--- src/rtl/ahb_burst_master.sv ---
// AHB-Lite burst master: moves num_blocks blocks of BEATS beats between the bus and a
// word stream, with pipelined address/data phases and two-cycle error-response abort.
module ahb_burst_master #(
  parameter int ADDR_W = 32,
  parameter int DATA_W = 32,
  parameter int BEATS  = 4,
  parameter int CNT_W  = 16
) (
  input  logic              hclk,
  input  logic              hrst,
  input  logic              start,
  input  logic              mode,
  input  logic [ADDR_W-1:0] base_addr,
  input  logic [CNT_W-1:0]  num_blocks,
  input  logic              hready,
  input  logic              hresp,
  input  logic [DATA_W-1:0] hrdata,
  output logic [ADDR_W-1:0] haddr,
  output logic [1:0]        htrans,
  output logic              hwrite,
  output logic [2:0]        hsize,
  output logic [2:0]        hburst,
  output logic [DATA_W-1:0] hwdata,
  output logic [DATA_W-1:0] rd_data,
  output logic              rd_valid,
  input  logic [DATA_W-1:0] wr_data,
  output logic              wr_req,
  output logic              busy,
  output logic              block_done,
  output logic              done,
  output logic              error
);

  localparam int unsigned BYTES = DATA_W / 8;
  localparam int unsigned BW    = (BEATS > 1) ? $clog2(BEATS) : 1;
  localparam logic [BW-1:0] LAST_BEAT = BW'(BEATS - 1);
  localparam logic [2:0] HSIZE  = 3'($clog2(BYTES));
  localparam logic [2:0] HBURST = (BEATS == 4) ? 3'b011 : 3'b001;
  localparam logic [1:0] TR_IDLE   = 2'b00;
  localparam logic [1:0] TR_NONSEQ = 2'b10;
  localparam logic [1:0] TR_SEQ    = 2'b11;

  typedef enum logic [2:0] {S_IDLE, S_ADDR, S_BURST, S_DRAIN, S_ERR} state_t;

  state_t state, state_nxt;

  logic              mode_q;
  logic [ADDR_W-1:0] addr_q;
  logic [CNT_W-1:0]  nblk_q;
  logic [CNT_W-1:0]  blk_q;
  logic [BW-1:0]     beat_q;
  logic              dp_valid;
  logic              dp_last_beat;
  logic              dp_last_blk;
  logic              zero_done_q;

  logic addr_phase;
  logic accept;
  logic last_beat_addr;
  logic last_addr;
  logic err_det;
  logic dp_done;

  assign hsize  = HSIZE;
  assign hburst = HBURST;

  assign addr_phase     = (state == S_ADDR) || (state == S_BURST);
  assign accept         = addr_phase && hready;
  assign last_beat_addr = (beat_q == LAST_BEAT);
  assign last_addr      = last_beat_addr && (blk_q == nblk_q - CNT_W'(1));
  // Any hresp during an outstanding data phase aborts, whether or not hready is already high.
  assign err_det        = dp_valid && hresp;
  assign dp_done        = dp_valid && hready && !hresp;

  always_ff @(posedge hclk or posedge hrst) begin
    if (hrst) state <= S_IDLE;
    else      state <= state_nxt;
  end

  always_comb begin
    state_nxt = state;
    case (state)
      S_IDLE:  if (start && (num_blocks != '0)) state_nxt = S_ADDR;
      S_ADDR:  if (hready) state_nxt = last_addr ? S_DRAIN : S_BURST;
      S_BURST: begin
        if (err_det)                 state_nxt = S_ERR;
        else if (hready && last_addr) state_nxt = S_DRAIN;
      end
      S_DRAIN: begin
        if (err_det)     state_nxt = S_ERR;
        else if (hready) state_nxt = S_IDLE;
      end
      S_ERR:   state_nxt = S_IDLE;
      default: state_nxt = S_IDLE;
    endcase
  end

  always_comb begin
    htrans     = TR_IDLE;
    haddr      = '0;
    hwrite     = 1'b0;
    busy       = (state != S_IDLE);
    wr_req     = 1'b0;
    rd_valid   = 1'b0;
    rd_data    = '0;
    block_done = 1'b0;
    done       = 1'b0;
    error      = (state == S_ERR);
    case (state)
      S_ADDR:  htrans = TR_NONSEQ;
      S_BURST: htrans = (beat_q == '0) ? TR_NONSEQ : TR_SEQ;
      default: htrans = TR_IDLE;
    endcase
    if (addr_phase) begin
      haddr  = addr_q;
      hwrite = mode_q;
    end
    wr_req     = accept && mode_q && !err_det;
    rd_valid   = dp_done && !mode_q;
    rd_data    = rd_valid ? hrdata : '0;
    block_done = dp_done && dp_last_beat;
    done       = (block_done && dp_last_blk) || zero_done_q || (state == S_ERR);
  end

  always_ff @(posedge hclk or posedge hrst) begin
    if (hrst) begin
      mode_q       <= 1'b0;
      addr_q       <= '0;
      nblk_q       <= '0;
      blk_q        <= '0;
      beat_q       <= '0;
      hwdata       <= '0;
      dp_valid     <= 1'b0;
      dp_last_beat <= 1'b0;
      dp_last_blk  <= 1'b0;
      zero_done_q  <= 1'b0;
    end else begin
      zero_done_q <= (state == S_IDLE) && start && (num_blocks == '0);
      if ((state == S_IDLE) && start) begin
        mode_q <= mode;
        addr_q <= base_addr;
        nblk_q <= num_blocks;
        blk_q  <= '0;
        beat_q <= '0;
      end
      if (accept) begin
        addr_q <= addr_q + ADDR_W'(BYTES);
        if (last_beat_addr) begin
          beat_q <= '0;
          blk_q  <= blk_q + CNT_W'(1);
        end else begin
          beat_q <= beat_q + BW'(1);
        end
        if (mode_q) hwdata <= wr_data;
      end
      // The data-phase tracker only moves on hready, so it stalls with the slave.
      if (err_det) begin
        dp_valid <= 1'b0;
      end else if (hready) begin
        dp_valid     <= accept;
        dp_last_beat <= last_beat_addr;
        dp_last_blk  <= last_addr;
      end
    end
  end

endmodule
--- config.mk ---
export PLATFORM = sky130hd
export DESIGN_NAME = ahb_burst_master
export DESIGN_NICKNAME = d
export VERILOG_FILES = /design/src/rtl/ahb_burst_master.sv
export SDC_FILE = /design/constraint.sdc
export NUM_CORES = 1
export LEC_CHECK = 0
export ABC_AREA = 1
export BUFFER_PORTS_ARGS = -buffer_cell sky130_fd_sc_hd__buf_2
export CORE_ASPECT_RATIO = 0.7
export CORE_UTILIZATION = 25
export CTS_CLUSTER_DIAMETER = 80
export DETAILED_ROUTE_END_ITERATION = 8
export HOLD_SLACK_MARGIN = 0.06
export SLEW_MARGIN = 20
export SYNTH_ARGS = -nofsm -noshare
export SYNTH_HDL_FRONTEND = slang
export SYNTH_SLANG_ARGS = --single-unit
--- constraint.sdc ---
create_clock -name hclk -period 5.5 [get_ports hclk]
set_input_delay 0.275 -clock hclk [delete_from_list [all_inputs] [get_ports hclk]]
set_output_delay 0.275 -clock hclk [all_outputs]
set_load 0.02 [all_outputs]
==> results of run 1 <==
==> logic make-up (layout without fill, tap and decap cells) <==
kind of cell	after synthesis	after routing	synth area share, %
AO/OA/AOI/OAI	88	88	8.60
flip-flops	106	106	41.9
adder cells (fa/ha/maj)	5	5	0.988
buffers and inverters	155	366	10.1
other	2	7	0.119
multiplexers	34	34	6.03
XOR/XNOR	21	21	2.91
AND/OR/NAND/NOR	418	418	29.4
==> state kept, by name, summed over array words and instances, names as in the netlist <==
signal,flops
state,3
blk_q,16
dp_last_blk,1
nblk_q,16
addr_q,32
beat_q,2
hwdata,32
mode_q,1
dp_valid,1
dp_last_beat,1
zero_done_q,1
==> metrics by stage <==
step / setup WS, ns / hold slack [ns] / total power [mW] / cell area, sq um
CTS: 2.60 / 0.0959 / 4.10 / 8040
floorplan: 2.44 / 0.385 / 2.74 / 6350
finish: 2.62 / 0.100 / 4.07 / 8040
detailed placement: 3.00 / 0.480 / 3.39 / 7720
global placement: 3.10 / 0.474 / 3.34 / 7720
global route: 2.43 / 0.114 / 4.39 / 8040
==> layer usage <==
metal  vias to the layer above  wire length [microns]
met3                        18                   1360
met5                         -                      0
met1                      2801                   9820
met2                       214                   8450
met4                         0                    270
li1                       3067                      -
==> cell type report <==
class	instances	share of cell area, %
multi-input cells	572	38.0
clock inverters	7	1.10
diodes	1	0.0311
well taps	325	5.06
flip-flops and latches	106	33.0
clock buffers	9	2.80
inverters	125	5.91
repair buffers	225	14.1
==> worst max-delay path, cell delays in order (launching register included) <==
cell	delay, ns
dfrtp_1	0.40
inv_2	0.10
nand3_2	0.13
nand2_2	0.12
nand2_2	0.21
inv_4	0.33
nand2_2	0.52
nor2_1	0.23
buf_2	0.19
==> synthesized netlist by cell type, types with 8 or more instances <==
library cell,instances
nand2_1,184
nor2_1,120
inv_1,118
dfrtp_1,106
nand3_1,41
mux2_2,33
o21ai_0,32
o211ai_1,20
nand4_1,17
xor2_1,14
a21oi_1,13
nor3_1,12
buf_4,10
clkbuf_1,8
nor2_2,8
nor4_1,8
==> worst max path at each step <==
stage               startpoint        end  slack [ns]  cells after the start
global placement      state[1]     wr_req        3.10                      8
finish                state[2]     wr_req        2.62                      8
CTS                   state[2]     wr_req        2.60                      8
detailed placement    state[1]     wr_req        3.00                      8
global route          state[2]     wr_req        2.43                      8
floorplan                 hrst  addr_q[0]        2.44                      1
==> power by group <==
part	internal, mW	switching (mW)	leakage [nW]
sequential	1.09	0.272	1.33
clock	0.332	0.361	0.153
combinational	0.685	1.32	2.66
==> results.tsv, run 1 <==
metric	value	unit
fillCellCount	2677	
rr_worst_depth	7	
placed_cells	1353	
finalNonFillerCells	1370	
use_met2	23.3	%
hold_class	input pin to async pin	
synth_area_leaders	dfrtp_1 (42%), nand2_1 (11%), nor2_1 (7.1%)	
grt_pass1_vias	5724	
cts_hold_buffers	0	
critPathArrivalTime	2.61	ns
syn2layout_area_growth	27.0	%
use_met1	21.9	%
synth_ff_type	dfrtp_1	
use_met3	3.50	%
port_buffers	222	
worst_slew_pin_slew	0.968	ns
timing.fmax	347	MHz
reg2reg_from	state[2]	
crit_fanout	33	
seqCellArea	2650	sq um
ys_ff_latch	106	
die_h	135	microns
synth_cell_types	47	
yosysTopAreaCellShare	41.9	%
power.density	506	nW/um^2
synthesis.area	6330	sq um
grt_usage	15.3	%
gp_congestion	0.867	
synth-seq-area-share	41.9	%
period_share	52.4	%
fin_setup_tns	0	ns
cts_resized	0	
antenna_found_initial	1	
slew_viol_final	0	
status	finished, final reports clean	
core	24700	sq um
die_w	192	microns
regToRegSetupSlack	3.10	ns
drive_above_1_share	30.2	%
ant_nets	0	
wirelength	19900	microns
worst_clock_skew	0.0141	ns
htreeDepth	3	
rows	48	
tritoncts	built	
syn_avg_cell_area	7.64	sq um
dpl.hpwl	15400	microns
final_nets	1162	
period_needed	2.88	ns
mostFrequentLayoutCell	buf_2	
grt_pass1_wl	30700	microns
synth_edf_count	0	
cts_sinks	106	
cp-start-kind	flip-flop	
ir_worst_vdd	0.000300	V
drv_cap	0	
r2r_end	hwdata[21]	
critical_path_class	flip-flop to output port	
slew_headroom	35.0	%
async_flop_share	100	%
dieArea	26000	sq um
overflow	0	
io_pins	229	
postCtsSetupBuffers	0	
grt.busiest_layer	met2	
ys_warn_count	0	
yosysTopAreaCell	dfrtp_1	
wl_per_cell	14.5	microns
viasPerCell	4.45	
start_util	25.6	%
drcViolationCount	0	
clkSlewWorstSetupHoldPaths	0.09	ns
leakage	4.14	nW
final_cell_mix	buf_2 (222), nand2_1 (184), nor2_1 (120)	
hold_viol_final	0	
rsz0062_at_grt	false	
end_kind	output port	
grt_max_degree	70	
first_pass_iters	5	
numCtsBuffers	9	
multi_input_area	3060	sq um
vias	6100	
clk_path_buf_depth	2	
setup_viol	0	
drtIter0Drc	366	
postLayoutCoreUtil	32.5	%
syn_inst	829	
cp.required	5.22	ns
clkLatencyLatePin	0.37	ns
root_buffer	clkbuf_16	
Note: power is estimated with default switching activity, not from simulation.
==> run 2, diff against run 1 <==
==> constraint.sdc (replaced) <==
create_clock -name hclk -period 2.3 [get_ports hclk]
set_input_delay 0.115 -clock hclk [delete_from_list [all_inputs] [get_ports hclk]]
set_output_delay 0.115 -clock hclk [all_outputs]
set_load 0.02 [all_outputs]
==> run 2 against run 1 <==
Clock-buffer cell count stayed put. Via count increased by 7.4%. Sequential share of layout area fell by 3.6 points. Critical path depth increased by 1. Design area increased by 12%. Non-clock buffer count rose by 90. Combinational power increased to 2.5 times the previous value. Global-route usage increased by 0.46 points. Clock power increased by 130%. Die area is the same. Worst setup slack got worse by 2.6 ns. Total power up 140%. Highest routed layer unchanged.
==> results.tsv, run 2 (same netlist as run 1, synthesis figures left out) <==
metric	value	unit	change
fin_setup_tns	0	ns	unchanged
hold_class	input pin to flip-flop		
dpl.hpwl	15600	microns	+1.6%
viasPerCell	4.49		+0.74%
pwr-share-comb	50.9	%	+1.5 points
cp-start-kind	flip-flop		
p_clk_share	15.8	%	-1.2 points
htreeDepth	3		unchanged
setup_viol	0		unchanged
drcViolationCount	0		unchanged
gp_congestion	0.886		+2.2%
highest_layer	met4		
period_needed	2.29	ns	
numCtsBuffers	9		unchanged
rows	48		unchanged
hold_viol_final	0		unchanged
port_buffers	222		unchanged
largestRegisters	addr_q x32, hwdata x32		
end_kind	output port		
power	9.88	mW	+140%
internal_power	5.21	mW	+150%
antenna_found_initial	0		-1
root_buffer	clkbuf_16		
critical_path_class	flip-flop to output port		
timing.fmax	436	MHz	
start_util	25.6	%	unchanged
power.density	1090	nW/um^2	+120%
wl_met3	1330	microns	-1.9%
drtIter0Drc	362		-1.1%
finalNonFillerCells	1460		+6.6%
seq_power_share	33.3	%	-0.3 points
power.switching	4.67	mW	+140%
final_nets	1253		+7.8%
worst_clock_skew	0.00951	ns	-0.00454 ns
cp.required	2.18	ns	-3.04 ns
mostFrequentLayoutCell	buf_2		
clkLatencyLatePin	0.36	ns	about the same
drv_cap	0		unchanged
die_h	135	microns	unchanged
swShare	47.3	%	-0.85 points
vias	6549		+7.4%
status	finished, final reports clean		
die_w	192	microns	unchanged
overflow	0		unchanged
ir_worst_vdd	0.000620	V	+110%
slew_viol_final	0		unchanged
leakage	4.53	nW	+9.4%
diodes	0		-1
worst_slew_pin_slew	0.768	ns	-0.200 ns
tritoncts	built		
rsz0062_at_grt	true		
grt_max_degree	68		-2.9%
wirelength	20600	microns	+3.5%
syn2layout_area_growth	42.7	%	
whs	0.149	ns	+0.0491 ns
crit_fanout	26		-21%
slew_headroom	48.7	%	+14 points
drive_above_1_share	29.2	%	-1.0 points
period_share	99.7	%	
wl_per_cell	14.1	microns	-2.9%
final_cell_mix	buf_2 (217), nand2_1 (184), nor2_1 (117)		
ant_nets	0		unchanged
clk_path_buf_depth	2		unchanged
core	24700	sq um	unchanged
grt_usage	15.8	%	+0.46 points
dieArea	26000	sq um	unchanged
cts_sinks	106		unchanged
grt_pass1_wl	32000	microns	+4.2%
critPathArrivalTime	2.18	ns	-0.43 ns
clkSlewWorstSetupHoldPaths	0.08	ns	about the same
first_pass_iters	5		unchanged
m1WireLength	9810	microns	-0.16%
grt_pass1_vias	6259		+9.3%
io_pins	229		unchanged
placed_cells	1357		+0.30%
wl_met2	9270	microns	+9.7%
## run 2: per-stage QoR
stage	cell area [sq um]	utilization, %	setup WS, ns
2_1_floorplan	6350	-	0.517
3_3_place_gp	7820	31.6	0.255
3_5_place_dp	7820	31.6	0.190
4_1_cts	8960	36.2	-0.0186
5_1_grt	9040	36.5	-0.171
6_report	9040	36.5	0.00585
## run 2: path summary, 6_finish.rpt
| path | startpoint | end | slack [ns] | cells past startpoint |
|---|---|---|---|---|
| max in group asynchronous | hrst | addr_q[1] | 1.26 | 4 |
| setup / recovery | state[1] | wr_req | 0.006 | 9 |
| hold reg to reg | dp_last_blk | dp_last_blk | 0.50 | 2 |
| setup reg to reg | state[1] | blk_q[9] | 0.16 | 11 |
| hold / removal | hready | state[0] | 0.15 | 4 |
| min in group asynchronous | hrst | blk_q[2] | 0.43 | 3 |
## run 2: per-layer routing
| layer | vias up | global-route usage [%] |
|---|---|---|
| li1 | 3252 | - |
| met4 | 0 | 2.76 |
| met5 | - | 0 |
| met1 | 3031 | 22.2 |
| met2 | 250 | 25.1 |
| met3 | 16 | 3.29 |
## run 2: final cells by class
class | instances | area (sq um)
well taps | 325 | 407
multi-input cells | 572 | 3090
clock inverters | 7 | 72.6
repair buffers | 315 | 2100
flip-flops and latches | 106 | 2650
repair inverters | 1 | 7.51
fillers | 2563 | 15700
clock buffers | 9 | 225
inverters | 125 | 484
## run 2: power by group through the flow
stage               Clock, mW  Sequential [mW]  Combinational (mW)
CTS                      1.62             3.27                4.99
global placement            0             3.27                4.79
detailed placement          0             3.30                4.84
finish                   1.56             3.29                5.03
floorplan                   0             3.48                3.09
global route             1.68             3.40                5.62
## run 2: what timing repair did
action,4_1_cts,5_1_grt
gates cloned,0,1
hold endpoints to repair,108,0
pin swaps,0,8
resized for setup,3,16
buffers inserted,0,3
endpoints found under the setup margin,19,70
hold buffers,83,0
## run 2: worst max-delay path: stages (launching register included)
cell     delay, ns
dfrtp_2       0.46
inv_1         0.12
nand3_4       0.11
nand2_4       0.11
nand2_2       0.20
inv_4         0.17
nand2_2       0.16
buf_12        0.22
nor2_1        0.09
buf_2         0.17
